--- config.mk ---
export PLATFORM = sky130hd
export DESIGN_NAME = csh_wb_seq_flat
export DESIGN_NICKNAME = d
export VERILOG_FILES = /design/src/rtl/csh_wb_seq_if.sv /design/src/rtl/csh_wb_seq.sv /design/src/flat_wrapper.sv
export SDC_FILE = /design/constraint.sdc
export NUM_CORES = 1
export LEC_CHECK = 0
export BUFFER_PORTS_ARGS = -buffer_cell sky130_fd_sc_hd__buf_2
export CAP_MARGIN = 25
export CORE_ASPECT_RATIO = 1.2
export CORE_MARGIN = 8
export CORE_UTILIZATION = 30
export CTS_CLUSTER_DIAMETER = 200
export CTS_CLUSTER_SIZE = 16
export DETAILED_ROUTE_END_ITERATION = 8
export HOLD_SLACK_MARGIN = 0.05
export SLEW_MARGIN = 20
export SYNTH_ARGS = -nofsm -noshare
export SYNTH_HDL_FRONTEND = slang
export SYNTH_SLANG_ARGS = --single-unit
--- constraint.sdc ---
create_clock -name clk -period 5 [get_ports clk]
set_input_delay 1.25 -clock clk [delete_from_list [all_inputs] [get_ports clk]]
set_output_delay 1.25 -clock clk [all_outputs]
set_load 0.02 [all_outputs]
--- src/rtl/csh_wb_seq_if.sv ---
// Bus bundle for the cache write-back sequencer.
//   master modport : the sequencer itself (drives cache read and memory side)
//   slave modport  : the surrounding directory/control, cache RAM and memory bus
// Signals:
//   wb_req_h/wb_set_h/wb_way_h/wb_first_wd_h : line request and its operands
//   wb_busy_h, wb_done_h                    : sequencer status
//   cache_adr_h/csh_sel_l/cache_rd_en_l     : cache data RAM read port
//   cache_data_h/csh_par_bit_h              : read data + stored parity (1-cycle latency)
//   cache_to_mem_h/mem_wd_adr_h/mem_valid_h/mem_ack_h : memory-side word handshake
//   wb_par_err_h/wb_par_err_wd_h            : sticky parity status for the current line
//   wb_state_dbg                            : FSM state, observation only
//
// Memory handshake: a word moves when mem_valid_h and mem_ack_h are both high at a
// rising edge; while mem_valid_h is high and mem_ack_h low, cache_to_mem_h and
// mem_wd_adr_h hold their values; mem_ack_h is meaningless while mem_valid_h is low.
interface csh_wb_seq_if #(
    parameter int WD_BITS  = 36,
    parameter int SET_BITS = 7,
    parameter int WAYS     = 4
);
    localparam int WAY_BITS = $clog2(WAYS);
    localparam int ADR_BITS = SET_BITS + 2;

    logic                wb_req_h;
    logic [SET_BITS-1:0] wb_set_h;
    logic [WAY_BITS-1:0] wb_way_h;
    logic [1:0]          wb_first_wd_h;
    logic                wb_busy_h;
    logic [ADR_BITS-1:0] cache_adr_h;
    logic [WAYS-1:0]     csh_sel_l;
    logic                cache_rd_en_l;
    logic [WD_BITS-1:0]  cache_data_h;
    logic                csh_par_bit_h;
    logic [WD_BITS-1:0]  cache_to_mem_h;
    logic [ADR_BITS-1:0] mem_wd_adr_h;
    logic                mem_valid_h;
    logic                mem_ack_h;
    logic                wb_done_h;
    logic                wb_par_err_h;
    logic [1:0]          wb_par_err_wd_h;
    logic [2:0]          wb_state_dbg;

    modport master (
        input  wb_req_h, wb_set_h, wb_way_h, wb_first_wd_h,
        input  cache_data_h, csh_par_bit_h, mem_ack_h,
        output wb_busy_h, cache_adr_h, csh_sel_l, cache_rd_en_l,
        output cache_to_mem_h, mem_wd_adr_h, mem_valid_h,
        output wb_done_h, wb_par_err_h, wb_par_err_wd_h, wb_state_dbg
    );

    modport slave (
        output wb_req_h, wb_set_h, wb_way_h, wb_first_wd_h,
        output cache_data_h, csh_par_bit_h, mem_ack_h,
        input  wb_busy_h, cache_adr_h, csh_sel_l, cache_rd_en_l,
        input  cache_to_mem_h, mem_wd_adr_h, mem_valid_h,
        input  wb_done_h, wb_par_err_h, wb_par_err_wd_h, wb_state_dbg
    );
endinterface

--- src/rtl/csh_wb_seq.sv ---
// Cache write-back sequencer: reads one 4-word line (wrap-around order from the
// requested first word) out of the cache data RAM, checks odd parity on every word,
// buffers the line and then hands the words to memory one per valid/ack handshake.
// Ports:
//   clk   : system clock, rising edge
//   rst_h : synchronous active-high reset
//   bus   : csh_wb_seq_if.master (request, cache read port, memory port, status)
module csh_wb_seq #(
    parameter int WD_BITS  = 36,
    parameter int SET_BITS = 7,
    parameter int WAYS     = 4
) (
    input  logic         clk,
    input  logic         rst_h,
    csh_wb_seq_if.master bus
);
    localparam int WAY_BITS = $clog2(WAYS);

    typedef enum logic [2:0] {
        S_IDLE = 3'd0,
        S_RD   = 3'd1,
        S_CAP  = 3'd2,
        S_XFER = 3'd3,
        S_DONE = 3'd4
    } state_e;

    state_e              state_q, state_d;
    logic [1:0]          k_q, k_d;          // read count within RD
    logic [1:0]          i_q, i_d;          // transfer index within XFER
    logic [SET_BITS-1:0] set_q, set_d;
    logic [WAY_BITS-1:0] way_q, way_d;
    logic [1:0]          first_q, first_d;
    logic                rd_vld_q, rd_vld_d; // a read was issued last cycle
    logic [1:0]          rd_idx_q, rd_idx_d; // buffer slot of that read
    logic                err_q, err_d;
    logic [1:0]          err_wd_q, err_wd_d;
    logic [WD_BITS-1:0]  buf_q [4];
    logic [WD_BITS-1:0]  buf_d [4];

    logic                par_bad;
    logic [1:0]          rd_wd;
    logic [1:0]          xfer_wd;

    // Odd parity over data plus stored bit; an even total marks a bad word.
    assign par_bad = ~(^{bus.cache_data_h, bus.csh_par_bit_h});
    assign rd_wd   = first_q + k_q;
    assign xfer_wd = first_q + i_q;

    // State register.
    always_ff @(posedge clk) begin
        if (rst_h) begin
            state_q  <= S_IDLE;
            k_q      <= '0;
            i_q      <= '0;
            set_q    <= '0;
            way_q    <= '0;
            first_q  <= '0;
            rd_vld_q <= 1'b0;
            rd_idx_q <= '0;
            err_q    <= 1'b0;
            err_wd_q <= '0;
        end else begin
            state_q  <= state_d;
            k_q      <= k_d;
            i_q      <= i_d;
            set_q    <= set_d;
            way_q    <= way_d;
            first_q  <= first_d;
            rd_vld_q <= rd_vld_d;
            rd_idx_q <= rd_idx_d;
            err_q    <= err_d;
            err_wd_q <= err_wd_d;
        end
    end

    // Line buffer contents are irrelevant after reset, so it carries no reset.
    always_ff @(posedge clk) begin
        buf_q <= buf_d;
    end

    // Next-state logic.
    always_comb begin
        state_d = state_q;
        case (state_q)
            S_IDLE: if (bus.wb_req_h) state_d = S_RD;
            S_RD:   if (k_q == 2'd3) state_d = S_CAP;
            S_CAP:  state_d = S_XFER;
            S_XFER: if (bus.mem_ack_h && (i_q == 2'd3)) state_d = S_DONE;
            S_DONE: state_d = S_IDLE;
            default: state_d = S_IDLE;
        endcase
    end

    // Datapath register updates.
    always_comb begin
        k_d      = k_q;
        i_d      = i_q;
        set_d    = set_q;
        way_d    = way_q;
        first_d  = first_q;
        err_d    = err_q;
        err_wd_d = err_wd_q;
        buf_d    = buf_q;
        rd_vld_d = (state_q == S_RD);
        rd_idx_d = k_q;
        case (state_q)
            S_IDLE: begin
                if (bus.wb_req_h) begin
                    set_d    = bus.wb_set_h;
                    way_d    = bus.wb_way_h;
                    first_d  = bus.wb_first_wd_h;
                    k_d      = '0;
                    err_d    = 1'b0;
                    err_wd_d = '0;
                end
            end
            S_RD:   k_d = k_q + 2'd1;
            S_CAP:  i_d = '0;
            S_XFER: if (bus.mem_ack_h) i_d = i_q + 2'd1;
            default: ;
        endcase
        // Data returns one cycle after the read; this covers RD k=1..3 and CAP.
        if (rd_vld_q) begin
            buf_d[rd_idx_q] = bus.cache_data_h;
            if (par_bad && !err_q) begin
                err_d    = 1'b1;
                err_wd_d = first_q + rd_idx_q;
            end
        end
    end

    // Outputs, decoded from the registered state.
    always_comb begin
        bus.cache_adr_h    = '0;
        bus.csh_sel_l      = '1;
        bus.cache_rd_en_l  = 1'b1;
        bus.cache_to_mem_h = '0;
        bus.mem_wd_adr_h   = '0;
        bus.mem_valid_h    = 1'b0;
        bus.wb_done_h      = 1'b0;
        case (state_q)
            S_RD: begin
                bus.cache_adr_h       = {set_q, rd_wd};
                bus.csh_sel_l[way_q]  = 1'b0;
                bus.cache_rd_en_l     = 1'b0;
            end
            S_XFER: begin
                bus.mem_valid_h    = 1'b1;
                bus.cache_to_mem_h = buf_q[i_q];
                bus.mem_wd_adr_h   = {set_q, xfer_wd};
            end
            S_DONE: bus.wb_done_h = 1'b1;
            default: ;
        endcase
        bus.wb_busy_h       = (state_q != S_IDLE);
        bus.wb_par_err_h    = err_q;
        bus.wb_par_err_wd_h = err_wd_q;
        bus.wb_state_dbg    = state_q;
    end
endmodule

--- src/flat_wrapper.sv ---
// flat-port wrapper written by rule: the top's interface ports become plain ports
module csh_wb_seq_flat 
#(
    parameter int WD_BITS  = 36,
    parameter int SET_BITS = 7,
    parameter int WAYS     = 4
)
  (clk, rst_h, bus_wb_req_h, bus_wb_set_h, bus_wb_way_h, bus_wb_first_wd_h, bus_cache_data_h, bus_csh_par_bit_h, bus_mem_ack_h, bus_wb_busy_h, bus_cache_adr_h, bus_csh_sel_l, bus_cache_rd_en_l, bus_cache_to_mem_h, bus_mem_wd_adr_h, bus_mem_valid_h, bus_wb_done_h, bus_wb_par_err_h, bus_wb_par_err_wd_h, bus_wb_state_dbg);
  csh_wb_seq_if #(.WD_BITS(WD_BITS), .SET_BITS(SET_BITS), .WAYS(WAYS)) bus_i ();
  input  logic clk;
  input  logic rst_h;
  input wire logic [$bits(bus_i.wb_req_h)-1:0] bus_wb_req_h;
  input wire logic [$bits(bus_i.wb_set_h)-1:0] bus_wb_set_h;
  input wire logic [$bits(bus_i.wb_way_h)-1:0] bus_wb_way_h;
  input wire logic [$bits(bus_i.wb_first_wd_h)-1:0] bus_wb_first_wd_h;
  input wire logic [$bits(bus_i.cache_data_h)-1:0] bus_cache_data_h;
  input wire logic [$bits(bus_i.csh_par_bit_h)-1:0] bus_csh_par_bit_h;
  input wire logic [$bits(bus_i.mem_ack_h)-1:0] bus_mem_ack_h;
  output wire logic [$bits(bus_i.wb_busy_h)-1:0] bus_wb_busy_h;
  output wire logic [$bits(bus_i.cache_adr_h)-1:0] bus_cache_adr_h;
  output wire logic [$bits(bus_i.csh_sel_l)-1:0] bus_csh_sel_l;
  output wire logic [$bits(bus_i.cache_rd_en_l)-1:0] bus_cache_rd_en_l;
  output wire logic [$bits(bus_i.cache_to_mem_h)-1:0] bus_cache_to_mem_h;
  output wire logic [$bits(bus_i.mem_wd_adr_h)-1:0] bus_mem_wd_adr_h;
  output wire logic [$bits(bus_i.mem_valid_h)-1:0] bus_mem_valid_h;
  output wire logic [$bits(bus_i.wb_done_h)-1:0] bus_wb_done_h;
  output wire logic [$bits(bus_i.wb_par_err_h)-1:0] bus_wb_par_err_h;
  output wire logic [$bits(bus_i.wb_par_err_wd_h)-1:0] bus_wb_par_err_wd_h;
  output wire logic [$bits(bus_i.wb_state_dbg)-1:0] bus_wb_state_dbg;
  assign bus_i.wb_req_h = bus_wb_req_h;
  assign bus_i.wb_set_h = bus_wb_set_h;
  assign bus_i.wb_way_h = bus_wb_way_h;
  assign bus_i.wb_first_wd_h = bus_wb_first_wd_h;
  assign bus_i.cache_data_h = bus_cache_data_h;
  assign bus_i.csh_par_bit_h = bus_csh_par_bit_h;
  assign bus_i.mem_ack_h = bus_mem_ack_h;
  assign bus_wb_busy_h = bus_i.wb_busy_h;
  assign bus_cache_adr_h = bus_i.cache_adr_h;
  assign bus_csh_sel_l = bus_i.csh_sel_l;
  assign bus_cache_rd_en_l = bus_i.cache_rd_en_l;
  assign bus_cache_to_mem_h = bus_i.cache_to_mem_h;
  assign bus_mem_wd_adr_h = bus_i.mem_wd_adr_h;
  assign bus_mem_valid_h = bus_i.mem_valid_h;
  assign bus_wb_done_h = bus_i.wb_done_h;
  assign bus_wb_par_err_h = bus_i.wb_par_err_h;
  assign bus_wb_par_err_wd_h = bus_i.wb_par_err_wd_h;
  assign bus_wb_state_dbg = bus_i.wb_state_dbg;
  csh_wb_seq #(.WD_BITS(WD_BITS), .SET_BITS(SET_BITS), .WAYS(WAYS)) u_core (.clk(clk), .rst_h(rst_h), .bus(bus_i));
endmodule
## Word-level counts from Yosys, hierarchy flattened

Index checks and enable logic that the tools add are counted.

- Flip-flop bits (word level): 168
- Output and inout port bits: 68
- Word-level logic and storage cells: 83

- Add/sub/neg operators: 5
- Magnitude comparators: 5
- Equality and inequality tests: 10
- Muxes and demuxes: 31
- Bitwise gates (word level): 4
- Reduce and logical (&&, ||, !) cells: 14

Operators with widths:

| operator | count |
|---|---|
| $bwmux W144 | 1 |
| $mux W36 | 4 |
| $bmux W36 S2 | 1 |
| $demux W36 S2 | 1 |
| $reduce_xor A37 Y1 | 1 |
| $mux W9 | 2 |
| $mux W2 | 6 |
| $pmux W3 S4 | 1 |
| $mux W3 | 3 |
| $mux W1 | 8 |
| $pmux W2 S2 | 2 |
| $add A2 B2 Y2 | 3 |
| $eq A3 B2 Y1 const B | 2 |
| $ge A3 B3 Y1 const B | 2 |
| $ne A2 B2 Y1 const B | 3 |
| $not A2 Y3 | 2 |
| $reduce_and A2 Y1 | 3 |
| $add A2 B1 Y2 const B | 2 |
| $eq A2 B2 Y1 const B | 2 |
| $logic_and A1 B1 Y1 | 4 |
| $mux W4 | 1 |
| $not A4 Y4 | 1 |
| $reduce_bool A2 Y1 | 2 |
| $eq A3 B1 Y1 const B | 1 |
| 11 further kinds | 11 |

## Depth between registers and ports, before layout

Gate-level depths: netlist of run 1.

- Depth in word-level cells: 6
- Gate-level depth with buffers: 6

## Worst setup path after synthesis of run 1

No wires, ideal clock.

- Kind: reg-to-reg
- Start point: register u_core.rd_vld_q
- End point: register u_core.buf_q[108] in the netlist's numbering, enable pin
- Arrival: 3.037 ns
- Data required time: 4.518 ns
- Path slack: 1.482 ns
- Stages on the path, launching flop included: 2
- Path buffers: 0
- Clock period less this slack: 3.518 ns
- Cells stage by stage: dfxtp_1 nor3b_1

RTL lines:

| element | line | text |
|---|---|---|
| start, declared | csh_wb_seq.sv:33 | `logic rd_vld_q, rd_vld_d;` |
| start signal, assigned | csh_wb_seq.sv:69 | `rd_vld_q <= rd_vld_d;` |
| end signal, assigned | csh_wb_seq.sv:78 | `buf_q <= buf_d;` |
| end, declared | csh_wb_seq.sv:37 | `logic [WD_BITS-1:0] buf_q [4];` |

No word-level cell between the ends.

## Worst setup path in the final report of run 1

- Start point: register u_core.i_q[0]
- End point: output port bus_cache_to_mem_h[0]

- Word-level cells in the longest chain between the ends: 5

RTL lines:

| element | line | text |
|---|---|---|
| start, declared | csh_wb_seq.sv:29 | `logic [1:0] i_q, i_d;` |
| start signal, assigned | csh_wb_seq.sv:65 | `i_q <= i_d;` |
| $not A2 Y3 (implied by the code) | csh_wb_seq.sv:149 | `bus.cache_to_mem_h = buf_q[i_q];` |
| $bmux W36 S2 | csh_wb_seq.sv:149 |  |
| $mux W36 (implied by the code) (2 in a row) | csh_wb_seq.sv:149 |  |
| $mux W36 | csh_wb_seq.sv:141 | `case (state_q)` |
| end, declared | flat_wrapper.sv:23 | `output wire logic [$bits(bus_i.cache_to_mem_h)-1:0] bus_cache_to_mem_h;` |

No other way between the ends. The select of a mux whose other input is x is not followed.

==> flow_metrics.tcl, run 1 <==
set metrics [dict create \
    syn-num-nets 474 \
    antenna_found_initial 1 \
    clock-sinks 168 \
    clock_skew_ns 0.009200 \
    fin_crit_sh_pct 72.03 \
    synth_cells 417 \
    status "complete, no violations" \
    grt.total_usage_pct 12.12 \
    cts_buffers 17 \
    seq_area_mm2 0.004813 \
    drive_above_1_share_pct 36.96 \
    peakVddDrop_mv 0.2160 \
    grt_pass1_wl_um 26080 \
    htreeDepth 4 \
    place_congestion 0.7898 \
    num_io_pins 120 \
    grt_pass1_vias 4436 \
    drc_errors 0 \
    final_common_cell "edfxtp_1" \
    mostFrequentLayoutCells "edfxtp_1, buf_2, and3_1, mux4_2, nand2_1" \
    vias_per_cell 4.668 \
    antennaDiodeCount 0 \
    layout.nets 596 \
    drt-total-wl_um 16520 \
    slew_headroom_pct 43.82 \
    hp-class "flop to flop" \
    clk_path_buf_depth 2 \
    drv_cap 0 \
    max_freq_mhz 277.7 \
    drtIter0Drc 179 \
    cp.required_ns 3.75 \
    cts_tree "built" \
    wl_per_cell_um 19.06 \
    arrival_ns 2.35 \
    startpoint_type "flop" \
    die_y_um 182.8 \
    antenna_left 0 \
    grt.overflow.total 0 \
    die_w_um 155 \
    period_needed_ns 3.602 \
    num_vias 4047 \
    worst_slew_pin_slew_ns 0.8426 \
    cts_resized 0 \
    cts_setup_buffers 0 \
    syn_avg_cell_area_um2 16.68 \
    synth_seq_cells 168 \
    cp_max_fo 40 \
    num_rows 61 \
    pwr_density_cell_mw_per_mm2 361.6 \
    syn_area_mm2 0.006955 \
    core_mm2 0.02297 \
    die_area_mm2 0.02833 \
    multi_input_area_mm2 0.002068 \
    fillers 2201 \
    critPathKind "flop to primary output" \
    final_util_pct 37.33 \
    seq_area_frac_synth_pct 69.08 \
    hold_buffers 0 \
    setup_viol 0 \
    cp-end-kind "primary output" \
    start_util_pct 30.28 \
    syn2layout_area_growth_pct 23.31 \
    hpwl_um 10550 \
    fin_tns_setup_ns 0 \
    hold_viol 0 \
    numPortBuffers 119 \
    root_buffer "clkbuf_16" \
    grt_max_degree 52 \
    ys_types 31 \
    yosysWarningCount 0 \
    cts.clk_slew.worst_paths_ns 0.07 \
    clock_latency_ns 0.42 \
    dr.pass1.iters 4 \
    r2r_slack_ns 3.12 \
    slew_violations 0 \
    leakage_nw 3.246 \
    grt_setup_unrepaired "no" \
]
[cell type report]
class	count	area share, %
flip-flops and latches	168	56.12
repair buffers	126	8.082
well taps	315	4.595
clock buffers	17	4.960
inverters	4	0.1751
clock inverters	15	1.955
multi-input cells	222	24.11
[synth_stat cells]
master    count  area [um2]
nor3b_1       2       15.01
xnor2_1      28       245.2
ha_1          5       62.56
nand2b_1      3       18.77
mux2i_1       3       30.03
o21ai_0       1       5.000
and2_1        9       56.30
and3b_1       1       8.760
a32oi_1       1       8.760
clkbuf_1     19       71.32
xnor3_1       4       90.09
nor2_1       13       48.80
nand3b_1      1       7.510
mux4_2       36       810.8
a31oi_1       1       6.260
xor2_1        5       43.79
buf_2         3       15.01
a22oi_1       1       7.510
inv_1         4       15.01
dfxtp_1      24       480.5
nor3_1        4       20.02
mux2i_2       1       13.76
buf_1         1       3.750
nand2_1      32       120.1
or3_1         1       6.260
a21oi_1      15       75.07
nand3_1       3       15.01
and3_1       45       281.5
edfxtp_1    144        4324
o221a_2       1       11.26
nor2b_1       6       37.54
[power by group]
group | internal (mW) | switching, mW | total, mW
clock network | 0.745 | 0.566 | 1.31
logic | 0.106 | 0.125 | 0.231
registers | 1.55 | 0.0126 | 1.56
total | 2.40 | 0.703 | 3.10
[worst max-delay path, cell delays in order (launching register included)]
cell and delay (ns):
dfxtp_4 0.87, mux4_2 0.59, and3_1 0.23, buf_2 0.17
[kinds of logic after synthesis]
group                      synth area share, %
muxes                                    12.29
AOI/OAI and AO/OA                        1.637
adders and majority gates               0.8994
and+or+nand+nor                          9.138
xor gates and xnor gates                 5.451
buffers and inverters                    1.511
DFF                                      69.08
[flip-flops by register name (all words and copies together), names as in the netlist]
signal / cells
u_core.i_q: 2
u_core.bus.wb_par_err_h: 1
u_core.way_q: 2
u_core.rd_idx_q: 2
u_core.set_q: 7
u_core.first_q: 2
u_core.k_q: 2
u_core.bus.wb_par_err_wd_h: 2
u_core.buf_q: 144
u_core.rd_vld_q: 1
u_core.bus.wb_state_dbg: 3
[worst paths after layout]
kind | startpoint | to | cells after the start
max | u_core.i_q[0]$_SDFFE_PP0P_ | bus_cache_to_mem_h[0] | 3
min | u_core.set_q[1]$_SDFFE_PP0P_ | u_core.set_q[1]$_SDFFE_PP0P_ | 2
max reg2reg | u_core.bus.wb_state_dbg[0]$_SDFFE_PP0P_ | u_core.k_q[0]$_SDFFE_PP0P_ | 6
min reg2reg | u_core.set_q[1]$_SDFFE_PP0P_ | u_core.set_q[1]$_SDFFE_PP0P_ | 2
[per-stage QoR]
stage          std cells  setup slack, ns  area, um2  total power, mW  hold WS, ns
2_1_floorplan        417            1.482       6955            1.734       0.4403
3_3_place_gp         832            1.723       7914            1.821       0.4474
3_5_place_dp         835            1.781       7984            1.826       0.4579
4_1_cts              867            1.315       8577            3.144       0.4672
5_1_grt              867            1.213       8577            3.214       0.4907
6_report             867            1.398       8577            3.101       0.4624
[routing by layer]
metal	global-route usage, %	vias to the layer above	part of all wire [%]
met5	0	-	0.079
met4	3.573	2	0.90
met3	3.885	15	7.8
met2	20.22	135	50
met1	14.76	2057	42
li1	-	1838	-
Power figures use the tool's default switching activity.
==> inputs of run 2 (changes only) <==
==> constraint.sdc (replaced) <==
create_clock -name clk -period 3.55 [get_ports clk]
set_input_delay 0.8875 -clock clk [delete_from_list [all_inputs] [get_ports clk]]
set_output_delay 0.8875 -clock clk [all_outputs]
set_load 0.02 [all_outputs]
==> flow_metrics.tcl, run 2 (synthesis results as in run 1) <==
set metrics [dict create \
    status "complete, no violations" \
    drc_errors 0 \
    r2r_slack_ns 1.69 \
    startpoint_type "flop" \
    grt_pass1_wl_um 25140 \
    clock_latency_ns 0.41 \
    hp-start "u_core.bus.wb_par_err_wd_h[0]$_SDFF_PP0_" \
    die_y_um 182.8 \
    hp-class "flop to flop" \
    cts_buffers 17 \
    clock-sinks 168 \
    grt_setup_unrepaired "no" \
    cts_setup_buffers 0 \
    largest_register_ffs 144 \
    pre_cts_slack_ns 0.7406 \
    critPathKind "flop to primary output" \
    antenna_found_initial 2 \
    slew_headroom_pct 46.76 \
    whs_path_depth 2 \
    num_rows 61 \
    die_area_mm2 0.02833 \
    num_io_pins 120 \
    drt-total-wl_um 16110 \
    fillers 2189 \
    max_freq_mhz 319.3 \
    clock_skew_ns 0.007654 \
    multi_input_area_mm2 0.002068 \
    worstReg2RegStart "u_core.bus.wb_state_dbg[1]$_SDFFE_PP0P_" \
    drv_cap 0 \
    hold_end "u_core.bus.wb_par_err_wd_h[0]$_SDFF_PP0_" \
    vias_per_cell 4.567 \
    cp.required_ns 2.66 \
    wl_per_cell_um 18.50 \
    numPortBuffers 119 \
    antenna_left 0 \
    root_buffer "clkbuf_16" \
    drive_above_1_share_pct 36.94 \
    start_util_pct 30.28 \
    dr.pass1.iters 4 \
    htreeDepth 4 \
    peakVddDrop_mv 0.3129 \
    die_w_um 155 \
    hold_viol 0 \
    core_mm2 0.02297 \
    arrival_ns 2.24 \
    place_congestion 0.7616 \
    final.setup.worst_slack_ns 0.4184 \
    setup_viol 0 \
    grt.overflow.total 0 \
    cp_max_fo 39 \
    holdWs_ns 0.4619 \
    clk_path_buf_depth 2 \
    cts_tree "built" \
    mostFrequentLayoutCells "edfxtp_1, buf_2, and3_1, mux4_2, nand2_1" \
    leakage_nw 3.248 \
    syn2layout_area_growth_pct 23.26 \
    grt_pass1_vias 4379 \
    cp-end-kind "primary output" \
    reg2reg_depth 6 \
    fin_crit_sh_pct 88.21 \
    regMostFlops "u_core.buf_q" \
    grt_max_degree 52 \
    fin_tns_setup_ns 0 \
    grt.total_usage_pct 11.71 \
    period_needed_ns 3.132 \
    slowest_delay_ns 0.48 \
    cpMaxStageDelayCell "dfxtp_1" \
    worst_slew_pin_slew_ns 0.7967 \
    final_common_cell "edfxtp_1" \
    layout.nets 600 \
    hold_buffers 0 \
    seq_area_mm2 0.004811 \
    slew_violations 0 \
    worstPathCellList "nor2b_4 -> buf_4 -> nand2_1 -> nor2_1 -> buf_2" \
    cts_resized 0 \
    hpwl_um 11020 \
    num_vias 3978 \
    pwr_density_cell_mw_per_mm2 495.5 \
    rr_endpoint "u_core.i_q[1]$_SDFFE_PP0P_" \
    drtIter0Drc 174 \
    cts.clk_slew.worst_paths_ns 0.07 \
]
## run 2: cell count changes in the layout (fill, tap and decap cells not counted), sizes merged
| cell | delta |
|---|---|
| bufinv | -1 |
| buf | +4 |
| clkinv | +2 |
| diode | +1 |
| inv | -2 |
## run 2: cell type report
cell class / count / share of cell area, %
well taps: 315 / 4.597
diodes: 1 / 0.02919
clock inverters: 14 / 1.503
clock buffers: 17 / 4.962
inverters: 4 / 0.1751
flip-flops and latches: 168 / 56.11
repair buffers: 130 / 8.494
multi-input cells: 222 / 24.12
## run 2: critical path: cells and delay by family (launching register included)
kind          cells  cell delay [ns]
buf+inv           2             0.62
simple gates      3             0.70
flops             1             0.48
## run 2: stage by stage
| stage | util (%) | cells | total power [mW] | instance area (um2) |
|---|---|---|---|---|
| 2_1_floorplan | - | 417 | 2.442 | 6955 |
| 3_3_place_gp | 34.72 | 837 | 2.564 | 7976 |
| 3_5_place_dp | 34.89 | 839 | 2.571 | 8016 |
| 4_1_cts | 37.31 | 870 | 4.304 | 8571 |
| 5_1_grt | 37.31 | 870 | 4.404 | 8571 |
| 6_report | 37.32 | 871 | 4.248 | 8573 |
## run 2: how the worst max path moves through the flow
stage | from | end | slack, ns | depth (start not counted)
after detailed placement | bus_cache_data_h[17] | u_core.bus.wb_par_err_wd_h[1]$_SDFF_PP0_ | 0.74 | 7
after global routing | u_core.bus.wb_state_dbg[1]$_SDFFE_PP0P_ | bus_mem_wd_adr_h[1] | 0.28 | 5
final | u_core.bus.wb_state_dbg[1]$_SDFFE_PP0P_ | bus_mem_wd_adr_h[1] | 0.42 | 5
after floorplan | u_core.rd_vld_q$_SDFF_PP0_ | u_core.buf_q[108]$_DFFE_PP_ | 0.03 | 1
after CTS | u_core.i_q[0]$_SDFFE_PP0P_ | bus_cache_to_mem_h[32] | 0.38 | 4
after global placement | bus_cache_data_h[17] | u_core.bus.wb_par_err_wd_h[0]$_SDFF_PP0_ | 0.79 | 7
## run 2: where the power goes
part | switching (mW) | internal (mW)
Sequential | 0.0179 | 2.18
Combinational | 0.175 | 0.151
Clock | 0.759 | 0.966
## run 2: routing by layer
metal  vias up  track usage, %  wire (um)  share of wire [%]
li1       1852               -          -                  -
met1      2000           14.40       7101                 44
met2       110           19.46       7920                 49
met3        12           3.650        928                5.8
met4         4           3.416        135               0.84
met5         -               0         25               0.16
==> inputs of run 3 (changes only) <==
--- a/config.mk
+++ b/config.mk
@@ -13,7 +13,9 @@
 export CTS_CLUSTER_DIAMETER = 200
 export CTS_CLUSTER_SIZE = 16
 export DETAILED_ROUTE_END_ITERATION = 8
+export GPL_TIMING_DRIVEN = 0
 export HOLD_SLACK_MARGIN = 0.05
+export REMOVE_ABC_BUFFERS = 1
 export SLEW_MARGIN = 20
 export SYNTH_ARGS = -nofsm -noshare
 export SYNTH_HDL_FRONTEND = slang
==> flow_metrics.tcl, run 3 (synthesis results as in run 1) <==
set metrics [dict create \
    top_usage_layer "met2" \
    power_switching_uw 994.1 \
    p_clk_share_pct 40.5 \
    num_rows 61 \
    die_w_um 155 \
    hold_end "u_core.bus.wb_par_err_wd_h[0]$_SDFF_PP0_" \
    num_io_pins 120 \
    clock_latency_ns 0.41 \
    crit_buf_inv 4 \
    numPortBuffers 119 \
    r2r_slack_ns 1.68 \
    cts.clk_slew.worst_paths_ns 0.07 \
    whs_path_depth 2 \
    drc_errors 0 \
    hp-start "u_core.bus.wb_par_err_wd_h[0]$_SDFF_PP0_" \
    pwr_density_cell_mw_per_mm2 491.7 \
    fillers 2172 \
    pre_cts_slack_ns 0.4309 \
    layout.nets 601 \
    leakage_nw 3.277 \
    worst_slew_pin_slew_ns 0.7592 \
    cp_top_family "buffers and inverters" \
    final_cells 871 \
    cpMostUsedCell "inv_1" \
    grt_pass1_wl_um 24600 \
    num_vias 3955 \
    antennaDiodeCount 0 \
    fin_crit_sh_pct 88.76 \
    regMostFlops "u_core.buf_q" \
    slew_headroom_pct 49.16 \
    antenna_left 0 \
    period_needed_ns 3.151 \
    p_int_mw 3.251 \
    placed_cells 840 \
    antenna_found_initial 0 \
    final_util_pct 37.59 \
    core_mm2 0.02297 \
    grt.overflow.total 0 \
    cp_max_fo 27 \
    clk_path_buf_depth 2 \
    clock-sinks 168 \
    max_freq_mhz 317.4 \
    place_congestion 0.7767 \
    critPathKind "flop to primary output" \
    start_util_pct 30.28 \
    met2_usage_pct 19.25 \
    hp-class "flop to flop" \
    slew_violations 0 \
    grt.total_usage_pct 11.37 \
    worstReg2RegStart "u_core.bus.wb_state_dbg[0]$_SDFFE_PP0P_" \
    slowest_delay_ns 0.53 \
    final.setup.worst_slack_ns 0.3990 \
    drive_above_1_share_pct 37.41 \
    grt_setup_unrepaired "no" \
    startpoint_type "flop" \
    syn2layout_area_growth_pct 24.14 \
    final_common_cell "edfxtp_1" \
    wl_per_cell_um 18.21 \
    cp-end-kind "primary output" \
    setup_viol 0 \
    drtIter0Drc 182 \
    vias_per_cell 4.541 \
    finalPower_mw 4.245 \
    cpMaxStageDelayCell "dfxtp_4" \
    met3_usage_pct 3.014 \
    drt-total-wl_um 15870 \
    drv_cap 0 \
    htreeDepth 4 \
    dr.pass1.iters 4 \
    root_buffer "clkbuf_16" \
    rr_endpoint "u_core.k_q[0]$_SDFFE_PP0P_" \
    status "complete, no violations" \
    peakVddDrop_mv 0.3024 \
    cp.required_ns 2.66 \
    reg2reg_depth 6 \
    grtUsageMet1_pct 14.05 \
    grt_max_degree 28 \
    mostFrequentLayoutCells "edfxtp_1, buf_2, and3_1, mux4_2, nand2_1" \
    largest_register_ffs 144 \
    hpwl_um 11150 \
    fin_tns_setup_ns 0 \
    grt_pass1_vias 4304 \
    hold_viol 0 \
    power_frac_seq_pct 51.9 \
    die_y_um 182.8 \
    cts_buffers 17 \
    p_comb_share_pct 7.7 \
    clock_skew_ns 0.01119 \
    worstPathCellList "buf_16 -> inv_1 -> nor3_2 -> inv_1 -> or3_1 -> buf_2" \
    hold_buffers 0 \
    swShare_pct 23.42 \
    arrival_ns 2.26 \
    die_area_mm2 0.02833 \
    cts_tree "built" \
]
==> run 3: worst reg2reg max path, delay by kind of cell, from the launching register on <==
family	cells	cell delay, ns
flops	1	0.44
buf+inv	1	0.20
simple gates	4	0.94
compound gates	1	0.15
==> run 3: worst max path at each step <==
stage	slack [ns]	from	cells after the start	endpoint
floorplan	0.02	u_core.i_q[0]$_SDFFE_PP0P_	4	bus_mem_wd_adr_h[1]
global placement	-2.45	u_core.rd_vld_q$_SDFF_PP0_	1	u_core.buf_q[142]$_DFFE_PP_
detailed placement	0.43	u_core.bus.wb_state_dbg[0]$_SDFFE_PP0P_	6	bus_csh_sel_l[0]
CTS	0.13	u_core.bus.wb_state_dbg[0]$_SDFFE_PP0P_	6	bus_csh_sel_l[0]
global route	0.25	u_core.bus.wb_state_dbg[0]$_SDFFE_PP0P_	6	bus_csh_sel_l[0]
finish	0.40	u_core.bus.wb_state_dbg[0]$_SDFFE_PP0P_	6	bus_csh_sel_l[0]
==> run 3: power by group through the flow <==
stage | registers (mW) | clock network (mW) | logic, mW
after global routing | 2.20 | 1.85 | 0.358
after floorplan | 2.25 | 0 | 0.188
final | 2.20 | 1.72 | 0.326
after CTS | 2.20 | 1.77 | 0.337
after global placement | 2.25 | 0 | 0.311
after detailed placement | 2.25 | 0 | 0.335
==> run 3: cell type report <==
type / count / area (um2) / area share [%]
clock buffers: 18 / 429.2 / 4.970
clock inverters: 13 / 113.9 / 1.319
inverters: 4 / 15.01 / 0.1739
multi-input cells: 222 / 2073 / 24.01
flip-flops and latches: 168 / 4813 / 55.75
well taps: 315 / 394.1 / 4.565
repair buffers: 131 / 795.8 / 9.216
==> run 3: repair_timing <==
item	in CTS	in global routing
setup endpoints to repair	1	1
buffers inserted	0	0
endpoints found under the hold margin	0	0
gates resized for setup	1	1
==> run 3: through the flow <==
stage / area, um2 / hold slack, ns
finish: 8635 / 0.4624
global route: 8635 / 0.4857
CTS: 8630 / 0.4653
detailed placement: 8084 / 0.4552
global placement: 7855 / 0.4478
floorplan: 6865 / 0.4342
==> run 3: per-layer routing <==
layer / wire length (um) / up-vias / share of wire, %
met2: 8060 / 80 / 51
met5: 0 / - / 0
li1: - / 1849 / -
met4: 153 / 0 / 0.96
met1: 7046 / 2015 / 44
met3: 605 / 11 / 3.8
